[config.mk]
export PLATFORM = sky130hd
export DESIGN_NAME = multicycle_ctrl_fsm
export DESIGN_NICKNAME = d
export VERILOG_FILES = /design/src/rtl/rv_ctrl_pkg.sv /design/src/rtl/rv_opcode_class.sv /design/src/rtl/multicycle_ctrl_fsm.sv
export SDC_FILE = /design/constraint.sdc
export NUM_CORES = 1
export LEC_CHECK = 0
export BUFFER_PORTS_ARGS = -buffer_cell sky130_fd_sc_hd__buf_2
export CELL_PAD_IN_SITES_DETAIL_PLACEMENT = 2
export CELL_PAD_IN_SITES_GLOBAL_PLACEMENT = 2
export CORE_MARGIN = 4
export CORE_UTILIZATION = 29
export CTS_CLUSTER_DIAMETER = 100
export DETAILED_ROUTE_END_ITERATION = 10
export PLACE_DENSITY_LB_ADDON = 0.12
export SLEW_MARGIN = 15
export SYNTH_ARGS = -nofsm -noshare
export SYNTH_HDL_FRONTEND = slang
export SYNTH_SLANG_ARGS = --single-unit
[constraint.sdc]
create_clock -name clk -period 3.15 [get_ports clk]
set_input_delay 0.63 -clock clk [delete_from_list [all_inputs] [get_ports clk]]
set_output_delay 0.63 -clock clk [all_outputs]
set_load 0.01 [all_outputs]
[src/rtl/rv_ctrl_pkg.sv]
// rtl/rv_ctrl_pkg.sv - shared encodings for the RV32I multi-cycle control path
package rv_ctrl_pkg;

  // Major opcodes, IR[6:0]
  localparam logic [6:0] OP_R      = 7'b0110011;
  localparam logic [6:0] OP_I      = 7'b0010011;
  localparam logic [6:0] OP_LOAD   = 7'b0000011;
  localparam logic [6:0] OP_STORE  = 7'b0100011;
  localparam logic [6:0] OP_BRANCH = 7'b1100011;
  localparam logic [6:0] OP_LUI    = 7'b0110111;
  localparam logic [6:0] OP_AUIPC  = 7'b0010111;
  localparam logic [6:0] OP_JAL    = 7'b1101111;
  localparam logic [6:0] OP_JALR   = 7'b1100111;
  localparam logic [6:0] OP_SYS    = 7'b1110011;

  // ALUOp handed to the ALU control block
  localparam logic [2:0] ALUOP_R    = 3'b000;
  localparam logic [2:0] ALUOP_I    = 3'b001;
  localparam logic [2:0] ALUOP_ADD  = 3'b010;
  localparam logic [2:0] ALUOP_B    = 3'b011;
  localparam logic [2:0] ALUOP_U    = 3'b100;
  localparam logic [2:0] ALUOP_J    = 3'b101;
  localparam logic [2:0] ALUOP_LOAD = 3'b110;
  localparam logic [2:0] ALUOP_JALR = 3'b111;

  // Sequencer states; 6 and 7 are unused and recover to IF
  localparam logic [2:0] ST_IF   = 3'd0;
  localparam logic [2:0] ST_ID   = 3'd1;
  localparam logic [2:0] ST_EX   = 3'd2;
  localparam logic [2:0] ST_MEM  = 3'd3;
  localparam logic [2:0] ST_WB   = 3'd4;
  localparam logic [2:0] ST_HALT = 3'd5;

  // Datapath mux selects
  localparam logic [1:0] SRCA_PC     = 2'b00;
  localparam logic [1:0] SRCA_OLDPC  = 2'b01;
  localparam logic [1:0] SRCA_RS1    = 2'b10;
  localparam logic [1:0] SRCA_ZERO   = 2'b11;
  localparam logic [1:0] SRCB_RS2    = 2'b00;
  localparam logic [1:0] SRCB_FOUR   = 2'b01;
  localparam logic [1:0] SRCB_IMM    = 2'b10;
  localparam logic [1:0] MTR_ALUOUT  = 2'b00;
  localparam logic [1:0] MTR_MDR     = 2'b01;
  localparam logic [1:0] MTR_LINK    = 2'b10;
  localparam logic [1:0] PCS_ALU     = 2'b00;
  localparam logic [1:0] PCS_ALUOUT  = 2'b01;
  localparam logic [1:0] PCS_JALR    = 2'b10;

  typedef enum logic [3:0] {
    CLS_NOP,
    CLS_R,
    CLS_I,
    CLS_LOAD,
    CLS_STORE,
    CLS_BRANCH,
    CLS_LUI,
    CLS_AUIPC,
    CLS_JAL,
    CLS_JALR,
    CLS_SYS,
    CLS_ILLEGAL
  } instr_class_t;

endpackage

[src/rtl/rv_opcode_class.sv]
// rtl/rv_opcode_class.sv - combinational opcode to instruction-class decoder
module rv_opcode_class
  import rv_ctrl_pkg::*;
(
  input  logic [6:0] opcode,
  output logic [3:0] iclass
);

  // Map the major opcode onto one instruction class; unknown opcodes are illegal
  always_comb begin
    iclass = CLS_ILLEGAL;
    case (opcode)
      OP_R:      iclass = CLS_R;
      OP_I:      iclass = CLS_I;
      OP_LOAD:   iclass = CLS_LOAD;
      OP_STORE:  iclass = CLS_STORE;
      OP_BRANCH: iclass = CLS_BRANCH;
      OP_LUI:    iclass = CLS_LUI;
      OP_AUIPC:  iclass = CLS_AUIPC;
      OP_JAL:    iclass = CLS_JAL;
      OP_JALR:   iclass = CLS_JALR;
      OP_SYS:    iclass = CLS_SYS;
      default:   iclass = CLS_ILLEGAL;
    endcase
  end

endmodule

[src/rtl/multicycle_ctrl_fsm.sv]
// rtl/multicycle_ctrl_fsm.sv - RV32I multi-cycle sequencer; RV_INSTRET_CNT_EN adds a retired-instruction counter
module multicycle_ctrl_fsm
  import rv_ctrl_pkg::*;
#(
  parameter logic [2:0] RESET_STATE = ST_IF
) (
  input  logic       clk,
  input  logic       reset,
  input  logic [6:0] opcode,
  input  logic       mem_ready,
  input  logic       branch_taken,
  output logic [2:0] ALUOp,
  output logic [1:0] ALUSrcA,
  output logic [1:0] ALUSrcB,
  output logic [1:0] MemtoReg,
  output logic [1:0] PCSource,
  output logic       IorD,
  output logic       MemRead,
  output logic       MemWrite,
  output logic       IRWrite,
  output logic       PCWrite,
  output logic       RegWrite,
  output logic       halted
`ifdef RV_INSTRET_CNT_EN
  ,
  output logic [31:0] instret
`endif
);

  logic [2:0]   state;
  logic [2:0]   state_next;
  instr_class_t cls_q;
  instr_class_t id_cls;
  logic [3:0]   id_cls_raw;

  rv_opcode_class u_opcode_class (
    .opcode (opcode),
    .iclass (id_cls_raw)
  );

  assign id_cls = instr_class_t'(id_cls_raw);

  // State register; the class is captured once in ID and held for the rest of the instruction
  always_ff @(posedge clk) begin
    if (reset) begin
      state <= RESET_STATE;
      cls_q <= CLS_NOP;
    end else begin
      state <= state_next;
      if (state == ST_ID) cls_q <= id_cls;
    end
  end

  // Next-state selection; unused encodings fall back to IF
  always_comb begin
    state_next = ST_IF;
    case (state)
      ST_IF:   state_next = mem_ready ? ST_ID : ST_IF;
      ST_ID:   state_next = (id_cls == CLS_SYS || id_cls == CLS_ILLEGAL) ? ST_HALT : ST_EX;
      ST_EX: begin
        case (cls_q)
          CLS_LOAD, CLS_STORE: state_next = ST_MEM;
          CLS_R, CLS_I, CLS_LUI, CLS_AUIPC,
          CLS_JAL, CLS_JALR:   state_next = ST_WB;
          default:             state_next = ST_IF;
        endcase
      end
      ST_MEM: begin
        if (!mem_ready)            state_next = ST_MEM;
        else if (cls_q == CLS_LOAD) state_next = ST_WB;
        else                       state_next = ST_IF;
      end
      ST_WB:   state_next = ST_IF;
      ST_HALT: state_next = ST_HALT;
      default: state_next = ST_IF;
    endcase
  end

  // Datapath controls; reset forces everything quiet so an in-flight access is dropped
  always_comb begin
    ALUOp    = ALUOP_ADD;
    ALUSrcA  = SRCA_PC;
    ALUSrcB  = SRCB_RS2;
    MemtoReg = MTR_ALUOUT;
    PCSource = PCS_ALU;
    IorD     = 1'b0;
    MemRead  = 1'b0;
    MemWrite = 1'b0;
    IRWrite  = 1'b0;
    PCWrite  = 1'b0;
    RegWrite = 1'b0;
    halted   = 1'b0;
    if (!reset) begin
      case (state)
        ST_IF: begin
          MemRead = 1'b1;
          ALUSrcB = SRCB_FOUR;
          IRWrite = mem_ready;
          PCWrite = mem_ready;
        end
        ST_ID: begin
          // Branch/JAL target is precomputed into ALUOut here
          ALUSrcA = SRCA_OLDPC;
          ALUSrcB = SRCB_IMM;
        end
        ST_EX: begin
          case (cls_q)
            CLS_R:      begin ALUSrcA = SRCA_RS1;   ALUSrcB = SRCB_RS2; ALUOp = ALUOP_R;    end
            CLS_I:      begin ALUSrcA = SRCA_RS1;   ALUSrcB = SRCB_IMM; ALUOp = ALUOP_I;    end
            CLS_LOAD:   begin ALUSrcA = SRCA_RS1;   ALUSrcB = SRCB_IMM; ALUOp = ALUOP_LOAD; end
            CLS_STORE:  begin ALUSrcA = SRCA_RS1;   ALUSrcB = SRCB_IMM; ALUOp = ALUOP_ADD;  end
            CLS_BRANCH: begin
              ALUSrcA  = SRCA_RS1;
              ALUSrcB  = SRCB_RS2;
              ALUOp    = ALUOP_B;
              PCSource = PCS_ALUOUT;
              PCWrite  = branch_taken;
            end
            CLS_LUI:    begin ALUSrcA = SRCA_ZERO;  ALUSrcB = SRCB_IMM; ALUOp = ALUOP_U;    end
            CLS_AUIPC:  begin ALUSrcA = SRCA_OLDPC; ALUSrcB = SRCB_IMM; ALUOp = ALUOP_U;    end
            CLS_JAL:    begin ALUOp = ALUOP_J; PCSource = PCS_ALUOUT; PCWrite = 1'b1;       end
            CLS_JALR: begin
              ALUSrcA  = SRCA_RS1;
              ALUSrcB  = SRCB_IMM;
              ALUOp    = ALUOP_JALR;
              PCSource = PCS_JALR;
              PCWrite  = 1'b1;
            end
            default: ;
          endcase
        end
        ST_MEM: begin
          IorD     = 1'b1;
          MemRead  = (cls_q == CLS_LOAD);
          MemWrite = (cls_q == CLS_STORE);
        end
        ST_WB: begin
          RegWrite = 1'b1;
          if (cls_q == CLS_LOAD)                          MemtoReg = MTR_MDR;
          else if (cls_q == CLS_JAL || cls_q == CLS_JALR) MemtoReg = MTR_LINK;
          else                                            MemtoReg = MTR_ALUOUT;
        end
        ST_HALT: halted = 1'b1;
        default: ;
      endcase
    end
  end

`ifdef RV_INSTRET_CNT_EN
  logic retire;

  assign retire = (state == ST_WB) ||
                  (state == ST_MEM && mem_ready && cls_q == CLS_STORE) ||
                  (state == ST_EX && cls_q == CLS_BRANCH);

  // Retired-instruction counter, free-running with natural wrap
  always_ff @(posedge clk) begin
    if (reset)       instret <= 32'd0;
    else if (retire) instret <= instret + 32'd1;
  end
`else
  // Retirement is not tracked in this build
`endif

endmodule

* Word level (Yosys, flattened, before mapping)
Memory sizes are Yosys's and may differ from the RTL's. A register that Yosys moved wholly into a read port is not among the register bits.
Cells that the tools add are included.
** Word-level totals
- Register bits after elaboration :: 7
- Bits in latches :: 0
- Bits in read-only memories :: 48
- Memories kept :: 1
- Bits of input ports :: 11
- Word-level logic and storage cells :: 76
- Bits in writable memories :: 0
- Output and inout port bits :: 18
** Cells by class
- Muxes and demuxes :: 39
- $mul :: 0
- Shift operators :: 0
- Bitwise operators :: 0
- $add $sub $neg :: 0
- Equal/unequal tests :: 26
- Reductions and logical operators :: 8
- $lt $le $gt $ge :: 0
- Divide/modulo/power cells :: 0
** Memories
- (name not given) :: depth 16, bits a word 3, read ports 1, clocked after memory_dff 1, wr ports 0, line multicycle_ctrl_fsm.sv:61 : case (cls_q)
** Operators by type and width (count)
- $pmux 4 s10 :: 1
- $eq 7x7->1 const B :: 4
- $eq 7x6->1 const B :: 3
- $pmux 3 s7 :: 1
- $mux 2 :: 9
- $eq 4x3->1 const B :: 4
- $eq 4x4->1 const B :: 4
- $mux 3 :: 5
- $pmux 3 s5 :: 1
- $eq 7x5->1 const B :: 2
- $mux 1 :: 13
- $pmux 2 s3 :: 2
- $reduce_or 6->1 :: 2
- $eq 4x2->1 const B :: 2
- $mux 4 :: 2
- $pmux 2 s2 :: 2
- $eq 7x2->1 const B :: 1
- $eq 3x2->1 const B :: 2
- $eq 3x3->1 const B :: 2
- $pmux 1 s2 :: 3
- $reduce_or 2->1 :: 3
- $eq 4x1->1 const B :: 1
- $eq 3x1->1 const B :: 1
- $logic_not 3->1 :: 1
- $logic_or 1x1->1 :: 2

* Logic depth before layout (Yosys ltp)
- Word-level depth :: 6
- Gate-level depth with buffers :: 9
- Mapped depth without buffers :: 8

* Hierarchy
From an unflattened synthesis, not the netlist that was laid out.
** Second synthesis, totals
- Cells, all modules :: 141
- Area total of the unflattened synthesis :: 997.2 um^2
** Modules (own cells, without submodules)
- multicycle_ctrl_fsm :: sequential area each 180.2 um^2, cells each 119, times used 1, area an instance 854.6 um^2
- rv_opcode_class :: sequential area each 0.0 um^2, cells each 22, times used 1, area an instance 142.6 um^2

* Worst setup path after synthesis
No wires, ideal clock.
- Path kind :: input port to output port
- Start point :: input reset
- End point :: output ALUSrcA[1]
- Path slack :: 0.855 ns
- Stages on the path :: 4
- Required time :: 2.520 ns
- Path buffers :: 1
- Arrival time :: 1.665 ns
- Cells stage by stage :: or2_1 -> or2_2 -> clkbuf_1 -> a211oi_1
** On the way
- Word-level cells in the longest chain between the ends :: 1
** RTL lines
- from (decl) :: line multicycle_ctrl_fsm.sv:8 : input logic reset,
- $mux 2 :: line multicycle_ctrl_fsm.sv:93 : if (!reset) begin
- to (decl) :: line multicycle_ctrl_fsm.sv:13 : output logic [1:0] ALUSrcA,
No other way between the ends.

* Final worst setup path
- Start point :: input reset
- End point :: output PCSource[0]
** On the way
- Word-level cells in the longest chain between the ends :: 1
** RTL lines
- $mux 2 :: line multicycle_ctrl_fsm.sv:93
- to (decl) :: line multicycle_ctrl_fsm.sv:16 : output logic [1:0] PCSource,
No other way between the ends.

==> out/results.txt <==
Synth Flop Type: dfxtp_1
Yosys Warn Count: 0
Status: completed
Starting Density: 30.1%
Area of the mapped netlist: 0.00100 mm2
Sequential Power Share: 37.3%
Synth area leader: dfxtp_1
Worst Tran Pin Value: 0.489 ns
Initial antenna violation count: 0
Fin nets: 178
Yosys cell types: 44
Comb pwr share: 39.1%
Worst Hold Endpoint: state[1]
Crit path DAT: 1.86 ns
PortBufs: 28
Detail Route Antenna Nets: 0
Worst setup EP type: output port
Max_cap viols: 0
Sequential-to-total area share from yosys stat: 18.0%
Via density: 5.36
Largest cells by area after synthesis: dfxtp_1 (18%), nor2_1 (5.2%), mux2i_1 (5.0%), nand2_1 (4.9%), a21oi_1 (4.5%)
EDFF count, synth: 0
# clock sinks: 9
Final Hold Vio Count: 0
Number of top-level pins: 29
Setup Skew: 0.00825 ns
Leak Pwr: 0.000484 uW
Root Buffer: clkbuf_4
Reg2Reg Depth: 7
Peak supply drop: 0.000133 V
Post-cts repair resize count: 0
Setup bufs post-CTS: 0
CTS Hold Buffers Added: 0
Final wirelength: 3200 um
Iter 0 DRT Violations: 83
Type of origin of the critical path: input port
Setup TNS Final: 0 ns
Min-delay worst type: register to register
Syn Area/Cell: 7.02 um2
Grt total ovfl: 0
P_sw: 157 uW
Post-Syn Instances: 143
DRC viols: 0
Via count: 1,125
Most common cell after layout, fill and taps aside: buf_2
Tmin final: 2.49 ns
Global-route wire length before repair: 5510 um
DR pass1 iterations: 4
Area grow syn2layout: 17.5%
Vias in the first global route: 1,129
DP HPWL: 2590 um
Share of cells above drive strength 1: 25.0%
Slew HR: 67.3%
Placeable Area: 0.00334 mm2
Insertion delay to the later sink of the worst-skew pair: 0.27 ns
PD cells: 338 mW/mm2
Critical Path Fanout Max: 14
CTS tree: done
Number of buffers created by CTS: 3
# diodes: 0
Req. time, crit path: 2.52 ns
Setup-failing EPs final: 0
Sw frac: 39.5%
GRT Total Usage: 16.1%
R2r setup slk: 0.94 ns
Final period util: 79.1%
H-tree levels: 1
Synth Net Count: 156
F_max: 0.401 GHz
Placed cell count: 206
Clk slew on worst S/H paths: 0.07 ns
Total die area: 0.00447 mm2
Async set or reset register ratio after synthesis: 0%
Non-Filler Instances: 210
Yosys top cell area share: 18.0%
Unrepaired setup endpoints after global routing: no
Largest net degree at the start of global routing: 15
Worst r2r src: state[1]
Max Root-Sink Buffers: 2
Critical path class: input port to output port
Max Slew Vio Count: 0
Most frequent cells in the layout: buf_2 (28), nor2_1 (14), nand2_1 (13)
Die Y: 66.8 um
#FFs+latches synth: 9
WL/cell: 15.2 um
Pint: 241 uW
Die width: 66.8 um
Hold depth: 4
Clk pwr share: 23.6%
Routability cong.: 0.759
Rows: 21
## per-stage QoR
step	util (%)	worst slack, ns	area, um2	hold slack [ns]	total power, uW
finish	35.3	0.658	1180	0.599	398
global placement	34.5	0.665	1150	0.581	302
floorplan	-	0.855	1000	0.538	262
CTS	35.3	0.635	1180	0.612	405
detailed placement	34.5	0.622	1150	0.601	309
global route	35.3	0.517	1180	0.646	431
## worst max-delay path: stages
cell	delay, ns
buf_2	0.19
or2_1	0.31
or2_2	0.39
nor3_1	0.19
buf_2	0.16
## logic make-up (layout without fill, tap and decap cells)
group	count (synthesis)	in the layout	share of synthesized area (%)
AOI/OAI and AO/OA	40	40	28.8
xor gates and xnor gates	1	1	0.873
adders and majority gates	2	2	2.49
buffers and inverters	21	42	8.98
DFF	9	9	18.0
muxes	5	5	4.99
and+or+nand+nor	65	65	35.9
## worst max-delay path by stage
stage / start / end / slack [ns] / depth (start not counted)
CTS: reset / PCSource[0] / 0.63 / 5
finish: reset / PCSource[0] / 0.66 / 5
detailed placement: opcode[6] / register / 0.62 / 9
global route: reset / ALUSrcA[1] / 0.52 / 5
global placement: reset / ALUSrcA[1] / 0.66 / 5
floorplan: reset / ALUSrcA[1] / 0.85 / 4
## synth_stat cells (all sizes together), types with 4 or more instances
library cell	n
nor2	15
nand2	13
a21oi	9
dfxtp	9
inv	9
clkbuf	8
a211oi	7
nor3	7
nand2b	6
o21ai	6
mux2i	5
o22ai	5
buf	4
## layer usage
| layer | wire length (um) | vias up | GRT usage, % |
|---|---|---|---|
| met1 | 1400 | 535 | 19.4 |
| met4 | 26 | 0 | 6.09 |
| li1 | - | 560 | - |
| met2 | 1640 | 27 | 29.1 |
| met5 | 0 | - | 0 |
| met3 | 131 | 3 | 1.35 |
## cell type report
cell class | instances | area (um2)
clock buffer | 4 | 26.3
fill | 430 | 2160
inverter | 9 | 33.8
multi-input combinational | 113 | 733
sequential | 9 | 180
tap | 46 | 57.6
timing repair buffer | 29 | 148
## power by group through the flow
stage / Sequential [uW] / Clock, uW / Combinational, uW
after global routing: 152 / 103 / 176
after floorplan: 134 / 0 / 128
final: 149 / 93.8 / 155
after detailed placement: 151 / 0 / 158
after CTS: 149 / 97.6 / 159
after global placement: 150 / 0 / 151
(Power assumes the default switching activity.)
